===== src/rtl/spi_display_pkg.sv =====
// Shared SPI display definitions: panel command bytes, FSM states
// and the address-window header byte lookup.
package spi_display_pkg;

  localparam logic [7:0] CMD_CASET = 8'h2A;
  localparam logic [7:0] CMD_PASET = 8'h2B;
  localparam logic [7:0] CMD_RAMWR = 8'h2C;
  localparam logic [3:0] HDR_LEN   = 4'd11;

  typedef enum logic [2:0] {
    IDLE,
    LOAD,
    SHIFT,
    GAP,
    DONE
  } state_t;

  function automatic logic is_cmd(input logic [3:0] idx);
    return (idx == 4'd0) || (idx == 4'd5) || (idx == 4'd10);
  endfunction

  function automatic logic [7:0] hdr_byte(
    input logic [3:0]  idx,
    input logic [15:0] x,
    input logic [15:0] ya,
    input logic [15:0] yb
  );
    logic [7:0] b;
    b = 8'h00;
    case (idx)
      4'd0:    b = CMD_CASET;
      4'd1:    b = x[15:8];
      4'd2:    b = x[7:0];
      4'd3:    b = x[15:8];
      4'd4:    b = x[7:0];
      4'd5:    b = CMD_PASET;
      4'd6:    b = ya[15:8];
      4'd7:    b = ya[7:0];
      4'd8:    b = yb[15:8];
      4'd9:    b = yb[7:0];
      4'd10:   b = CMD_RAMWR;
      default: b = 8'h00;
    endcase
    return b;
  endfunction

endpackage


===== src/rtl/spi_byte_tx.sv =====
// Byte shifter: load a byte, shift it out MSB first over 8 cycles.
// done marks the last bit cycle so the next byte can load seamlessly.
module spi_byte_tx (
  input  logic       clk,
  input  logic       rst,
  input  logic       load,
  input  logic [7:0] data,
  output logic       sdo,
  output logic       busy,
  output logic       done
);

  logic [7:0] sreg;
  logic [2:0] cnt;

  always_ff @(posedge clk or posedge rst) begin
    if (rst) begin
      sreg <= '0;
      cnt  <= '0;
      busy <= 1'b0;
    end else if (load) begin
      sreg <= data;
      cnt  <= 3'd7;
      busy <= 1'b1;
    end else if (busy) begin
      sreg <= {sreg[6:0], 1'b0};
      cnt  <= cnt - 3'd1;
      if (cnt == 3'd0)
        busy <= 1'b0;
    end
  end

  assign sdo  = busy & sreg[7];
  assign done = busy & (cnt == 3'd0);

endmodule


===== src/rtl/spi_vertical.sv =====
// Draws a vertical line on an SPI panel: column/page window, RAMWR, pixels.
// Define SPI_VERTICAL_SWAP_EN to accept Y1>Y2 by swapping the row bounds.
module spi_vertical
  import spi_display_pkg::*;
#(
  parameter int          DELAY = 20,
  parameter int          X     = 0,
  parameter int          Y1    = 0,
  parameter int          Y2    = 319,
  parameter logic [15:0] COLOR = 16'hFFFF
) (
  input  logic i_clk,
  input  logic i_rst,
  input  logic i_start,
  output logic o_mosi,
  output logic o_dc,
  output logic o_cs,
  output logic o_done
);

`ifdef SPI_VERTICAL_SWAP_EN
  localparam int   YA = (Y1 > Y2) ? Y2 : Y1;
  localparam int   YB = (Y1 > Y2) ? Y1 : Y2;
  localparam logic OK = 1'b1;
`else
  localparam int   YA = Y1;
  localparam int   YB = Y2;
  localparam logic OK = (Y1 <= Y2);
`endif

  localparam logic [8:0]  NPIX  = 9'(YB - YA + 1);
  localparam logic [15:0] XW    = 16'(X);
  localparam logic [15:0] YAW   = 16'(YA);
  localparam logic [15:0] YBW   = 16'(YB);
  localparam logic [15:0] GLAST = 16'(DELAY - 1);

  state_t state, state_n;

  logic [3:0]  hdr;
  logic        lo;
  logic [8:0]  pix;
  logic        fin;
  logic        dc_q;
  logic [15:0] gcnt;

  logic        load, adv, clr;
  logic [7:0]  cur_byte;
  logic        cur_dc, last;
  logic        tx_sdo, tx_busy, tx_done;

  // Counters always point at the next byte to load.
  assign cur_byte = (hdr != HDR_LEN) ? hdr_byte(hdr, XW, YAW, YBW)
                  : (lo ? COLOR[7:0] : COLOR[15:8]);
  assign cur_dc   = (hdr != HDR_LEN) ? ~is_cmd(hdr) : 1'b1;
  assign last     = (hdr == HDR_LEN) && lo && (pix == NPIX - 9'd1);

  always_ff @(posedge i_clk or posedge i_rst) begin
    if (i_rst) begin
      state <= IDLE;
      hdr   <= '0;
      lo    <= 1'b0;
      pix   <= '0;
      fin   <= 1'b0;
      dc_q  <= 1'b0;
      gcnt  <= '0;
    end else begin
      state <= state_n;
      if (clr) begin
        hdr <= '0;
        lo  <= 1'b0;
        pix <= '0;
        fin <= 1'b0;
      end else if (adv) begin
        dc_q <= cur_dc;
        if (last)
          fin <= 1'b1;
        if (hdr != HDR_LEN)
          hdr <= hdr + 4'd1;
        else if (!lo)
          lo <= 1'b1;
        else begin
          lo  <= 1'b0;
          pix <= pix + 9'd1;
        end
      end
      if (state == GAP)
        gcnt <= gcnt + 16'd1;
      else
        gcnt <= '0;
    end
  end

  always_comb begin
    state_n = state;
    load    = 1'b0;
    adv     = 1'b0;
    clr     = 1'b0;
    o_done  = 1'b0;
    unique case (state)
      IDLE: begin
        if (i_start) begin
          clr     = 1'b1;
          state_n = OK ? LOAD : DONE;
        end
      end
      LOAD: begin
        load    = 1'b1;
        adv     = 1'b1;
        state_n = SHIFT;
      end
      SHIFT: begin
        if (tx_done) begin
          if (DELAY != 0)
            state_n = GAP;
          else if (fin)
            state_n = DONE;
          else begin
            load = 1'b1;
            adv  = 1'b1;
          end
        end
      end
      GAP: begin
        if (gcnt == GLAST) begin
          if (fin)
            state_n = DONE;
          else begin
            load    = 1'b1;
            adv     = 1'b1;
            state_n = SHIFT;
          end
        end
      end
      DONE: begin
        o_done  = 1'b1;
        state_n = IDLE;
      end
      default: state_n = IDLE;
    endcase
  end

  spi_byte_tx u_tx (
    .clk  (i_clk),
    .rst  (i_rst),
    .load (load),
    .data (cur_byte),
    .sdo  (tx_sdo),
    .busy (tx_busy),
    .done (tx_done)
  );

  assign o_cs   = ~tx_busy;
  assign o_mosi = tx_sdo;
  assign o_dc   = dc_q & tx_busy;

endmodule


===== config.mk =====
export PLATFORM = sky130hd
export DESIGN_NAME = spi_vertical
export DESIGN_NICKNAME = d
export VERILOG_FILES = /design/src/rtl/spi_display_pkg.sv /design/src/rtl/spi_byte_tx.sv /design/src/rtl/spi_vertical.sv
export SDC_FILE = /design/constraint.sdc
export NUM_CORES = 1
export LEC_CHECK = 0
export BUFFER_PORTS_ARGS = -buffer_cell sky130_fd_sc_hd__buf_2
export CAP_MARGIN = 20
export CORE_ASPECT_RATIO = 1.4
export CORE_MARGIN = 2
export CORE_UTILIZATION = 47
export CTS_CLUSTER_DIAMETER = 100
export DETAILED_ROUTE_END_ITERATION = 10
export PLACE_DENSITY = 0.73
export SYNTH_ARGS = -nofsm -noshare
export SYNTH_HDL_FRONTEND = slang
export SYNTH_SLANG_ARGS = --single-unit
export TNS_END_PERCENT = 30

===== constraint.sdc =====
create_clock -name i_clk -period 6.97 [get_ports i_clk]
set_clock_uncertainty 0.2 [all_clocks]
set_input_delay 0.3485 -clock i_clk [delete_from_list [all_inputs] [get_ports i_clk]]
set_output_delay 0.3485 -clock i_clk [all_outputs]
set_load 0.05 [all_outputs]

# Word-level counts from Yosys, hierarchy flattened
# Memories as Yosys holds them, arrays and structs flattened.
# Cells that the tools add are included.
# word_totals
ff_bits,47
rom_bits,96
in_bits,3
elab_cells,88
memories,1
# memory_table
name,words,word_bits,read_ports,rd_ports_with_merged_regs,write_ports,line_no,source
(name not given),16,6,1,0,0,spi_display_pkg.sv:30,case (idx)
# classes
add_sub_neg,4
n_eq_ne,14
muxes,35
bitwise_logic,6
n_reduce_logical,18
# ops
cell,count
two-way mux 9 bit,4
two-way mux 8 bit,3
two-way mux 3 bit,6
"adder 16 x 1 -> 16 bit, second input constant",1
"equality test 16 x 5 -> 1 bit, second input constant",1
two-way mux 1 bit,16
two-way mux 16 bit,1
two-way mux 4 bit,3
one-hot mux 3 bit (4 select lines),1
nonzero test 2 bit,5
"adder 9 x 1 -> 9 bit, second input constant",1
"equality test 9 bit, second input constant",1
"equality test 4 bit, second input constant",2
AND reduction 2 bit,4
"equality test 3 x 2 -> 1 bit, second input constant",2
zero test 3 bit,2
"!= test 2 bit, second input constant",3
AND reduction 3 bit,2
"adder 4 x 1 -> 4 bit, second input constant",1
"equality test 4 x 3 -> 1 bit, second input constant",1
zero test 4 bit,1
"!= test 4 bit, second input constant",1
bitwise AND 1 bit,3
"equality test 3 x 1 -> 1 bit, second input constant",1
7 further kinds,11

# Logic depth before layout (Yosys ltp)
# Gate-level depths: netlist (run 1).
# depth
depth_word,6
ltp_mapped,7
ltp_nobuf,6

# Cells and area by module
# From an unflattened synthesis (run 1), not the netlist that was laid out.
# hier_totals
hier_cells,260
area_unflattened_um2,2497.4
# modules_own_cells
module,instances,cells_per_inst,area_per_inst_um2,seq_area_each_um2
spi_vertical,1,203,1894.3,875.8
spi_byte_tx,1,57,603.1,300.3

# Worst setup path after synthesis (run 1)
# No wires, ideal clock.
# synth_path
kind,register to register
startpoint,register gcnt[6]
endpoint,register u_tx.sreg[3]
setup_time_ns,0.132
arrival_ns,2.058
required_time_ns,6.638
setup_slack_ns,4.580
path_stages_with_launch,7
path_buffers,2
cell_sequence,dfrtp_1 > or4_4 > o41a_1 > buf_6 > buf_2 > nor4_2 > a21oi_1
# synth_between
elab_chain_cells,4
elab_cells_between_ends,5
cone_classes,eq/ne (1); mux (3); reduce/logical (1)
# synth_lines
item,line_no,source
from (decl),spi_vertical.sv:44,logic [15:0] gcnt;
from (signal assigned),spi_vertical.sv:87,gcnt <= gcnt + 16'd1;
equality test 16 x 5 -> 1 bit (*),spi_vertical.sv:124,if (gcnt == GLAST) begin
two-way mux 1 bit (*),spi_vertical.sv:124,
one-hot mux 1 bit (2 select lines) (*),spi_vertical.sv:99,unique case (state)
two-way mux 8 bit / nonzero test 2 bit (equally long branches),n/a,
to (signal assigned),spi_byte_tx.sv:22,sreg <= data;
to (signal assigned),spi_byte_tx.sv:26,"sreg <= {sreg[6:0], 1'b0};"
to (decl),spi_byte_tx.sv:13,logic [7:0] sreg;
# Every way passes the cells marked *; elsewhere a longest branch is shown, timed or not.
# A chain may end at the register's enable or synchronous reset.

# Final worst setup path (run 1)
# layout_path
startpoint,register gcnt[6]
endpoint,register u_tx.sreg[0]
# Same word-level chain as after synthesis.

==> summary.md, run 1 <==
The final critical path time including I/O delays and setup was 2.903 ns; the total routing usage reported by global routing was 18.30%. STA classifies the critical path endpoint as a flop. The peak fanout along the critical path was 24.

After clock tree synthesis, the flow added hold-fix buffers numbering 0. For the sequential power share, the log shows 51.5%. The count of pins over their slew limit was 0; the flip-flop and latch count after synthesis was 47. After detailed routing, the number of vias per cell comes to 5.720. The number of flops mapped to enable cells by yosys works out to 0. OpenSTA, run right after detailed placement, puts the worst setup slack at 4.067 ns. Setup repair after global routing left no endpoint under its margin. Number of nets in the final layout: 277.

In this run the power density over the cells is 263.7 nW/um^2. The number of nets handed over by synthesis was 276. Summed over its instances, the top area cell type makes up 45.94% of the synthesized netlist area. Post-CTS repair changed the size of 0 cells. TritonCTS created 5 clock buffers. The run gives 1,899 as the detailed-route via count. For this run, the share of the core covered by cells in the final layout is 52.24%. In the layout the commonest cells are sky130_fd_sc_hd__dfrtp_1 (47), sky130_fd_sc_hd__nand2_1 (23), sky130_fd_sc_hd__a21oi_1 (20). After synthesis, the mean cell area works out to 9.660 um^2. The first detailed-routing pass took 4 iterations.

The worst IR drop on VDD came out at 137.0 uV. For the placeable core region, the log shows 5197 um^2. Summed over all instances, the cell type with the most area after synthesis is sky130_fd_sc_hd__dfrtp_1. The logs give 0 for the total number of yosys warnings and 0.8093 for the final weighted congestion in routability-driven placement.

For flop-to-flop paths, the worst setup slack is 4.07 ns. Net switching is 35.67% of the power. The data arrival time of the critical path is 2.90 ns, and the top-level I/O count is 7. In this run, distinct cell masters in the synthesized netlist total 45. After clock tree synthesis, the clock-pin slew on the worst setup and hold paths is 0.09 ns.

The mapped netlist covers 2560 um^2. Cells with a size suffix above 1 make up 8.271% of the layout. The total overflow left after global routing is 0. The initial antenna violation count is 0, and the count of buffers from port buffering is 6. The run gives 0 as the number of antenna repair diodes. The later pin in the worst-skew pair is clocked with a latency of 0.30 ns. The final non-filler cell area was 2715 um^2. The number of rows in the core area is 31. The worst hold slack was 0.2172 ns.

Combinational logic is responsible for 26.1% of the overall power. The total wirelength of the detailed-routed design is 4865 um. The share of synthesized flip-flops with an asynchronous set or reset is 100.0%, and the maximum root-to-sink buffer count is 2.

At the worst endpoint, the required time is 6.97 ns. The internal power of the cells totals 460.6 uW. The aggregate negative setup slack is 0 ns, and the H-tree depth is 2. Once the floorplan was initialized, standard cells occupied 49.25% of the core.

The remaining number of nets flagged by the antenna check after routing was 0; the worst relative slew slack was 43.34%. In the routed design, unresolved DRC markers number 0. The launching element type of the critical path was a flop. The logs give 6061 um^2 for the area of the die and 1.197 nW for the leakage power total.

For this run, the leading register cell type out of synthesis is sky130_fd_sc_hd__dfrtp_1. The tool flagged a number of max-cap violations equal to 0. Of the synthesized area, sequential elements account for 45.94%. In this run the power spent charging and discharging nets is 255.4 uW.

Counting every sink on the clock net gives 47. After detailed placement, the total cell area comes to 2603 um^2. The overall die height works out to 91.32 um. The category of the critical setup timing path is reg2reg.

The final hold violation count is 0. For the largest net degree at the start of global routing, the log shows 48. Counting every instance in the synthesized netlist gives 265.

Relative to the synthesized area, the layout overhead comes to 6.060%. Setup violations remaining at the end of the flow were counted as 0. The final critical path takes up 41.64% of the cycle.

The clock network is responsible for 22.4% of the overall power. Buffer cell driving the clock tree root: sky130_fd_sc_hd__clkbuf_8. The library cell used most frequently in the layout, excluding fill and tap cells, is sky130_fd_sc_hd__dfrtp_1. Ranked by total cell area, the synthesized netlist is headed by sky130_fd_sc_hd__dfrtp_1 (46%), sky130_fd_sc_hd__mux2i_1 (5.9%), sky130_fd_sc_hd__a21oi_1 (3.9%), sky130_fd_sc_hd__ha_1 (3.9%), sky130_fd_sc_hd__or4_1 (3.5%). The achievable clock frequency is 344.5 MHz, and the worst-margin pin slew is 0.8498 ns. The number of DRC violations after detailed-routing iteration 0 is 160. The flow ran to the end, and the final reports show no timing, DRC or antenna violations. The average wire per standard cell is 14.65 um. The die width came out at 66.38 um. Buffers added to address setup during post-CTS repair amount to 0. The first global-routing pass estimated 8673 um of wire. For the number of global-route vias before repair, the log shows 1,828. The path class of the tightest hold or removal check is in2reg. TritonCTS built the clock tree. The post-layout worst setup margin came out at 4.068 ns.

The wire-length estimate of the detail-placed layout is 3295 um.
[power groups by stage]
stage / combinational [mW] / sequential [mW] / clock [mW]
after floorplan: 0.171 / 0.347 / 0
after global placement: 0.183 / 0.371 / 0
after detailed placement: 0.187 / 0.374 / 0
after CTS: 0.188 / 0.368 / 0.168
after global routing: 0.214 / 0.376 / 0.179
final: 0.187 / 0.369 / 0.161
[per-layer routing]
layer / vias to the layer above / wire (um) / track usage, % / part of all wire (%)
met3: 7 / 100 / 3.098 / 2.1
met5: - / 0 / 0 / 0
met4: 0 / 85 / 7.313 / 1.7
met2: 20 / 2512 / 30.33 / 52
met1: 923 / 2167 / 23.29 / 45
li1: 949 / - / - / -
[worst paths after layout]
path                                   startpoint                        to  cells after the start
worst max-delay path            gcnt[6]$_DFF_PP0_  u_tx.sreg[0]$_DFFE_PP0P_                      4
worst min-delay path                      i_start      state[0]$_DFFE_PP0P_                      3
worst max register to register  gcnt[6]$_DFF_PP0_  u_tx.sreg[0]$_DFFE_PP0P_                      4
worst min register to register     lo$_DFFE_PP0P_            lo$_DFFE_PP0P_                      1
max in group asynchronous                   i_rst        pix[1]$_DFFE_PP0P_                      4
min in group asynchronous                   i_rst  u_tx.sreg[1]$_DFFE_PP0P_                      3
[flip-flops by register name (all words and copies together) (netlist names)]
register	count
gcnt	16
pix	9
u_tx.sreg	8
hdr	4
state	3
u_tx.cnt	3
dc_q	1
fin	1
lo	1
u_tx.busy	1
[critical path, stage by stage (launching register included)]
cell	delay [ns]
sky130_fd_sc_hd__dfrtp_1	0.42
sky130_fd_sc_hd__or4_4	0.55
sky130_fd_sc_hd__o41a_1	0.74
sky130_fd_sc_hd__nand2b_1	0.54
sky130_fd_sc_hd__a31o_1	0.35
[metrics by stage]
stage | cells | power, mW
2_1_floorplan | 265 | 0.5177
3_3_place_gp | 323 | 0.5543
3_5_place_dp | 323 | 0.5606
4_1_cts | 330 | 0.7243
5_1_grt | 332 | 0.7693
6_report | 332 | 0.7160
[kinds of logic after synthesis]
kind of cell	after synthesis	share of synthesized area, %
AO/OA/AOI/OAI	50	11.73
adder cells (fa/ha/maj)	8	3.910
XOR/XNOR	11	3.763
flip-flops	47	45.94
buffers and inverters	26	4.496
AND/OR/NAND/NOR	107	23.85
multiplexers	16	6.305
[cell usage after synthesis, types with 9 or more instances]
| cell | instances |
|---|---|
| sky130_fd_sc_hd__a21oi_1 | 20 |
| sky130_fd_sc_hd__nand2_1 | 23 |
| sky130_fd_sc_hd__clkbuf_1 | 9 |
| sky130_fd_sc_hd__inv_1 | 12 |
| sky130_fd_sc_hd__o31ai_1 | 9 |
| sky130_fd_sc_hd__or4_1 | 12 |
| sky130_fd_sc_hd__dfrtp_1 | 47 |
| sky130_fd_sc_hd__nor2_1 | 17 |
| sky130_fd_sc_hd__o21ai_0 | 12 |
| sky130_fd_sc_hd__mux2i_1 | 15 |
[layout make-up]
class	instances	area [um^2]
Tap cell	66	82.58
Timing Repair Buffer	8	60.06
Clock buffer	5	68.82
Inverter	12	45.04
Fill cell	480	2482
Sequential cell	47	1176
Clock inverter	2	13.76
Multi-Input combinational cell	192	1269
Power figures use the tool's default switching activity.
==> inputs of run 2 (changes only) <==
--- a/config.mk
+++ b/config.mk
@@ -5,6 +5,7 @@
 export SDC_FILE = /design/constraint.sdc
 export NUM_CORES = 1
 export LEC_CHECK = 0
+export ABC_AREA = 1
 export BUFFER_PORTS_ARGS = -buffer_cell sky130_fd_sc_hd__buf_2
 export CAP_MARGIN = 20
 export CORE_ASPECT_RATIO = 1.4
==> constraint.sdc (replaced) <==
create_clock -name i_clk -period 2.8 [get_ports i_clk]
set_clock_uncertainty 0.2 [all_clocks]
set_input_delay 0.14 -clock i_clk [delete_from_list [all_inputs] [get_ports i_clk]]
set_output_delay 0.14 -clock i_clk [all_outputs]
set_load 0.05 [all_outputs]
==> summary.md, run 2 <==
The clock passes through at most 2 buffers. After synthesis the netlist holds a flip-flop and latch count of 47. The unique cell type count in the Yosys netlist came out at 28. Number of rows in the core area: 32. In this run the static leakage power is 1.549 nW.

For the number of nets in the final layout, the log shows 380. In this run the register-to-register setup slack is 0.78 ns. Setup violations remaining at the end of the flow were counted as 0. Once detail routing completed, the nets flagged for antenna violations numbered 0. The fraction of synthesized cell area taken by the top area cell type is 43.14%. The number of standard cells after synthesis is 361. Entering global routing, the biggest net connects 48 pins.

Setup slack closes at 0.7796 ns. Averaged over all synthesized cells, the footprint is 7.552 um^2. Number of DRC violations after detailed-routing iteration 0: 80.

The tightest hold path in the finished design has a slack of 0.05469 ns. For the worst-skew pair, the clock arrives at the later sink with an insertion delay of 0.30 ns. The critical path starts at state[0]$_DFFE_PP0P_. The post-route netlist has 8.919% of its cells at a drive strength greater than 1. The tools report the final non-filler cell area as 2939 um^2. Average wire per standard cell: 12.37 um.

Counting I/O delays and the setup requirement, the final critical path takes 2.020 ns. The worst-margin pin slew came out at 0.6583 ns. For the worst IR drop on VDD, the log shows 199.5 uV. In the synthesized netlist the dominant register cell turns out to be sky130_fd_sc_hd__dfrtp_1. At the end of routability-driven placement, the weighted congestion stood at 0.8583. The tightest min-delay check is of the in2async type. The number of fill cells was 539; the cell area after synthesis was 2726 um^2. Yosys mapped a number of flops with a built-in enable equal to 0. The required time at the endpoint of the critical path was 2.78 ns; the total wirelength of the detailed-routed design was 5417 um. Headroom to the max-slew limit came out at 55.99%. Gates resized during post-CTS repair numbered 0. The first detailed-routing pass took 4 iterations. After detailed placement, the total cell area comes to 2781 um^2. The core region is 5565 um^2. At the placement stage, the worst setup path has a slack of 0.8107 ns. The H-tree depth is 2. Detailed placement ended at an HPWL of 3930 um. The highest-delay cell along the critical path is sky130_fd_sc_hd__nand3_1.

The logs give 43.14% for the register area share after synthesis and 495.0 MHz for the achievable clock frequency. Ranked by total cell area, the synthesized netlist is headed by sky130_fd_sc_hd__dfrtp_1 (43%), sky130_fd_sc_hd__nand2_1 (14%), sky130_fd_sc_hd__nand3_1 (6.8%), sky130_fd_sc_hd__inv_1 (6.3%), sky130_fd_sc_hd__nor2_1 (4.4%). The worst register-to-register path begins at state[0]$_DFFE_PP0P_. Clock tree synthesis found a total of 47 sinks. Using the TritonRoute via totals, the vias-per-cell ratio works out to 5.155.

The count of buffers added on input and output ports is 6. Of the available clock period, the critical path in the final layout requires 72.16%. The tree is rooted in a sky130_fd_sc_hd__clkbuf_8. The tools report the aggregate negative setup slack as 0 ns. TritonCTS built the clock tree.

The final route contains 2,258 vias. Clock-pin slew was measured on the worst setup and hold paths at 0.09 ns. Compared with the post-synthesis result, the final layout area differs by 7.802%.

Walking the worst path, the cells encountered are nor2_1, nand3_1, nand3_2, nand2_4, nand2_1, nand2_1. The clock buffer count from CTS came out at 5. The design draws 1.219 mW. The initial utilization of the core area, before any placement, comes to 48.99%. The run gives 9239 um as the first-pass GRT wire length.

From bottom edge to top edge, the die measures 94.12 um. For the detailed-route DRC error count, the log shows 0. For the worst flop-to-flop path, the logic depth is 6. In the synthesized netlist, the cells that appear most often are sky130_fd_sc_hd__nand2_1 (105), sky130_fd_sc_hd__dfrtp_1 (47), sky130_fd_sc_hd__inv_1 (46), sky130_fd_sc_hd__nand3_1 (37), sky130_fd_sc_hd__nor2_1 (32). The total routing usage reported by global routing is 18.71%, and the overall overflow remaining after global route is 0. Along the worst path, the maximum fanout reaches 15.

The largest registers in the layout are gcnt: 16 flops, pix: 9 flops, u_tx.sreg: 8 flops. Most numerous cell in the Yosys netlist: sky130_fd_sc_hd__nand2_1. For the number of nets in the synthesized netlist, the log shows 372. The category of the critical setup timing path was reg2reg.

In this run the post-CTS setup repair buffer count came out at 0. The number of flip-flops under the largest register name came out at 16. STA classifies the critical path startpoint as a flop.

After synthesis, the share of flip-flops with an asynchronous set or reset is 100.0%. Of all cell types, the one taking the most synthesized area is sky130_fd_sc_hd__dfrtp_1. For the count of pins over their slew limit, the log shows 0. For the worst setup path, the data arrival time is 2.00 ns. The leading cell type in the layout, fill and taps excluded is sky130_fd_sc_hd__nand2_1. The run gives 0 as the final hold violation count. The die covers 6435 um^2. In this run the power density over the cells is 414.9 nW/um^2. Total number of yosys warnings: 0. Setup repair after global routing left no endpoint under its margin. The run finished with clean final reports. Counting stages on the worst path, the most repeated cell is sky130_fd_sc_hd__nand2_1. The die width was 68.37 um.

More flip-flops sit in one register than any other, and that register is gcnt. Leaving out fill and tap cells, the most frequent cells in the layout are sky130_fd_sc_hd__nand2_1 (105), sky130_fd_sc_hd__dfrtp_1 (47), sky130_fd_sc_hd__inv_1 (45). The number of global-route vias before repair is 2,216, and the maximum cell stage delay along the critical path is 0.49 ns. The max-cap violation count is 0. The repair_antennas step left the layout with diodes totalling 0. The initial antenna violation count came out at 0. During I/O placement, the number of pins put on the boundary was 7.

The worst setup path is captured at a flop. The tools report the capture point of the worst path as pix[6]$_DFFE_PP0P_. The worst register-to-register path ends at pix[6]$_DFFE_PP0P_.
## run 2: changes by cell type after synthesis, sizes merged, moves of 7 or more
cell and delta:
o31ai -9, a21oi -8, nand2 +88, inv +37
nand3 +31, mux2i -14, or4 -13, clkbuf -8
nor2 +19, nor3 +7
## run 2: final cells by class
cell class                      instances  area (um^2)  area share (%)
Inverter                               49        183.9           6.258
Timing Repair Buffer                    9        70.07           2.384
Clock buffer                            6        82.58           2.810
Multi-Input combinational cell        257         1306           44.44
Clock inverter                          2        35.03           1.192
Tap cell                               68        85.08           2.895
Sequential cell                        47         1176           40.02
## run 2: worst min-delay path by stage
stage	slack, ns	cells after the start	to	startpoint
after floorplan	0.16	2	state[1]$_DFFE_PP0P_	i_start
after global placement	0.23	2	pix[7]$_DFFE_PP0P_	i_rst
after detailed placement	0.24	2	gcnt[11]$_DFF_PP0_	i_rst
after CTS	0.29	1	gcnt[0]$_DFF_PP0_	gcnt[0]$_DFF_PP0_
after global routing	0.06	3	gcnt[7]$_DFF_PP0_	i_rst
final	0.05	3	gcnt[6]$_DFF_PP0_	i_rst
## run 2: kinds of logic after synthesis
kind of cell / after synthesis / share of synthesized area [%]
XOR/XNOR: 9 / 2.891
flip-flops: 47 / 43.14
multiplexers: 1 / 0.3672
buffers and inverters: 57 / 8.949
adder cells (fa/ha/maj): 8 / 3.672
AND/OR/NAND/NOR: 213 / 35.61
AO/OA/AOI/OAI: 26 / 5.369
## run 2: worst max-delay path: cells and delay by family (launching register included)
kind          cells  cell delay (ns)
simple gates      6             1.28
flops             1             0.41
## run 2: repair_timing
item                       CTS  global route
hold endpoints to repair    48             0
setup endpoints to repair    0             0
hold buffers                 2             0
## run 2: per-stage QoR
| step | utilization, % | instances |
|---|---|---|
| final | 52.81 | 438 |
| after detailed placement | 49.98 | 427 |
| after global placement | 49.98 | 427 |
| after CTS | 52.45 | 437 |
| after floorplan | - | 361 |
| after global routing | 52.81 | 438 |
## run 2: where the power goes
group / total, mW / internal [mW] / switching (mW) / leakage (nW)
Sequential: 0.678 / 0.678 / 0 / 0.601
Combinational: 0.0203 / 0.00586 / 0.0144 / 0.887
Clock: 0.521 / 0.289 / 0.232 / 0.0612
Total: 1.22 / 0.973 / 0.246 / 1.55
## run 2: layer usage
| layer | wire, um | up-vias | global-route usage [%] |
|---|---|---|---|
| met5 | 0 | - | 0 |
| met1 | 2403 | 1061 | 20.86 |
| met3 | 85 | 10 | 2.998 |
| met4 | 113 | 0 | 7.167 |
| li1 | - | 1168 | - |
| met2 | 2815 | 19 | 34.22 |
==> inputs of run 3 (changes only) <==
--- a/config.mk
+++ b/config.mk
@@ -13,7 +13,7 @@
 export CORE_UTILIZATION = 47
 export CTS_CLUSTER_DIAMETER = 100
 export DETAILED_ROUTE_END_ITERATION = 10
-export PLACE_DENSITY = 0.73
+export PLACE_DENSITY = 0.75
 export SYNTH_ARGS = -nofsm -noshare
 export SYNTH_HDL_FRONTEND = slang
 export SYNTH_SLANG_ARGS = --single-unit
==> constraint.sdc (replaced) <==
create_clock -name i_clk -period 1.8 [get_ports i_clk]
set_clock_uncertainty 0.2 [all_clocks]
set_input_delay 0.09 -clock i_clk [delete_from_list [all_inputs] [get_ports i_clk]]
set_output_delay 0.09 -clock i_clk [all_outputs]
set_load 0.05 [all_outputs]
==> summary.md, run 3 (synthesis gave the netlist of run 2 again) <==
The detailed router finished its first iteration with 91 violations. Beginning of the critical path: gcnt[0]$_DFF_PP0_. The worst reg2reg path startpoint is gcnt[0]$_DFF_PP0_. Leaving out fill and tap cells, the most frequent cell in the layout is sky130_fd_sc_hd__nand2_1. The area occupied by registers came out at 1177 um^2. The detailed-route DRC error count is 0, and the number of flip-flops under the largest register name is 16.

The top-level I/O count was 7; the placeable core region was 5565 um^2. The tools report the required time at the endpoint of the critical path as 1.80 ns. In the final routed layout, each cell accounts on average for 12.24 um. Ranked by flip-flop count, first place goes to gcnt. The endpoint identified for the worst register-to-register timing path is u_tx.sreg[3]$_DFFE_PP0P_.

The initial standard-cell utilization of the core came out at 48.99%. OpenSTA, run right after detailed placement, puts the worst setup slack at -0.03273 ns. The largest registers in the layout are gcnt: 16 flops, pix: 9 flops, u_tx.sreg: 8 flops. In this run the horizontal extent of the chip is 68.37 um. Summing internal, switching and leakage power gives 1.717 mW.

Leakage power total: 1.673 nW. The H-tree was split into 2 levels. The clock sink count is 47, and the length of the first detailed-routing pass in iterations is 4.

Setup repair after global routing could not meet its margin everywhere. Setup slack on the worst reg-to-reg path comes out at 0.04 ns. The number of antenna repair diodes is 0, and the clock latency on the worst-skew pair is 0.30 ns. The detailed router placed 2,371 vias in this run. The worst-case IR drop observed on VDD is 403.3 uV. Area growth from synthesis to layout: 17.26%. In this run the remaining antenna-violating nets after routing total 0. The routed design could run at a clock period as short as 1.757 ns. The number of global-route vias before repair was 2,128. The most critical setup path has its endpoint at u_tx.sreg[3]$_DFFE_PP0P_. The largest net degree at the start of global routing is 48, and the worst relative slew slack is 76.79%. The type of the most critical hold path was in2async.

For the area of the die, the log shows 6435 um^2. The count of cells in the finished layout, fillers not included, comes to 462. The tools report the overall overflow remaining after global route as 0.

The flow ran to the end, and the final reports show no timing, DRC or antenna violations. The peak fanout along the critical path is 5. Final hold analysis gives a worst-case slack of 0.1540 ns. In this run the power density over the cells is 537.0 nW/um^2. For the max-cap violation count, the log shows 0. The top cell types in the final layout, fill and taps aside, are sky130_fd_sc_hd__nand2_1 (102), sky130_fd_sc_hd__dfrtp_1 (46), sky130_fd_sc_hd__inv_1 (44).

The tools report the count of pins over their slew limit as 0. The achievable clock frequency is 569.3 MHz, and the total placed cells including tap cells is 443. The count of buffers from port buffering works out to 6. The run gives 5653 um as the total wirelength of the detailed-routed design.

Clock tree synthesis selected as its root buffer the cell sky130_fd_sc_hd__clkbuf_8. The number of setup violations in the final report is 0. The logs give 0.04337 ns for the post-layout worst setup margin and 1405 um^2 for the total area of multi-input combinational cells.

Fill cells in the final layout number 486. Cells with a size suffix above 1 make up 17.01% of the layout. The overall die height came out at 94.12 um. The data arrival time of the critical path came out at 1.76 ns. The initial antenna violation count came out at 0. The routed via count divided by cell count was 5.132. First-pass GRT wire length: 8976 um.

TritonCTS built the clock tree. Counting along the longest clock path gives a buffer depth of 2. Cells fill 57.44% of the core in the end.

The worst setup path is launched from a flop. The clock transition time at the flip-flop clock pins of the worst setup and hold paths works out to 0.09 ns. Routability-driven placement finished with a final weighted congestion of 0.8209.

The category of the critical setup timing path was reg2reg. The worst setup path is captured at a flop. At the pin with the least slew margin, the transition time is 0.3455 ns. The net count of the finished layout is 404. For this run, the total global-route usage over all layers was measured as 18.03%.

Worst-case reg-to-reg path depth: 11. Dividing the final minimum period by the clock period gives 97.59%. The final hold violation count was 0; the clock buffer count from CTS was 5. The wire-length estimate of the detail-placed layout is 4017 um. The number of rows in the core area is 32.
## run 3: worst min path at each step
| stage | from | to |
|---|---|---|
| 3_5_place_dp | i_rst | gcnt[10]$_DFF_PP0_ |
| 2_1_floorplan | i_start | state[1]$_DFFE_PP0P_ |
| 5_1_grt | i_rst | gcnt[14]$_DFF_PP0_ |
| 3_3_place_gp | i_rst | gcnt[13]$_DFF_PP0_ |
| 6_report | i_rst | gcnt[13]$_DFF_PP0_ |
| 4_1_cts | i_rst | gcnt[10]$_DFF_PP0_ |
## run 3: layout make-up
type / count / area share (%)
Clock buffer: 6 / 2.270
Clock inverter: 2 / 0.3914
Inverter: 49 / 5.832
Multi-Input combinational cell: 258 / 43.95
Sequential cell: 47 / 36.83
Tap cell: 68 / 2.661
Timing Repair Buffer: 32 / 8.063
## run 3: what timing repair did
action | 4_1_cts | 5_1_grt
buffers inserted | 0 | 8
gates resized for setup | 1 | 25
cloned | 0 | 1
pin swaps | 0 | 8
endpoints found under the hold margin | 48 | 0
hold buffers | 2 | 0
endpoints found under the setup margin | 7 | 27
## run 3: per-layer routing
metal / share of wire, % / global-route usage (%) / vias to the layer above / wire length, um
met3: 2.8 / 2.518 / 6 / 157
met4: 0.74 / 5.500 / 0 / 42
met2: 54 / 33.17 / 31 / 3070
li1: - / - / 1218 / -
met5: 0 / 0 / - / 0
met1: 42 / 20.80 / 1116 / 2383
## run 3: stage by stage
step	cell area [um^2]	TNS, ns
floorplan	2726	0
global placement	2914	0
detailed placement	2914	-0.08460
CTS	3028	0
global route	3197	-0.3127
finish	3197	0
## run 3: critical path, stage by stage, from the launching register on
cell	delay, ns
sky130_fd_sc_hd__dfrtp_1	0.41
sky130_fd_sc_hd__ha_4	0.17
sky130_fd_sc_hd__nand2_2	0.05
sky130_fd_sc_hd__inv_2	0.05
sky130_fd_sc_hd__nand2_2	0.05
sky130_fd_sc_hd__nor2_4	0.13
sky130_fd_sc_hd__nand3_4	0.16
sky130_fd_sc_hd__buf_6	0.18
sky130_fd_sc_hd__nand3_1	0.08
sky130_fd_sc_hd__nand2_1	0.07
sky130_fd_sc_hd__nand2_1	0.06
sky130_fd_sc_hd__nand2_1	0.05
## run 3: where the power goes
| group | switching (mW) | leakage [nW] | internal [mW] |
|---|---|---|---|
| logic | 0.0220 | 1.03 | 0.00921 |
| clock network | 0.359 | 0.0412 | 0.272 |
| registers | 0 | 0.599 | 1.05 |
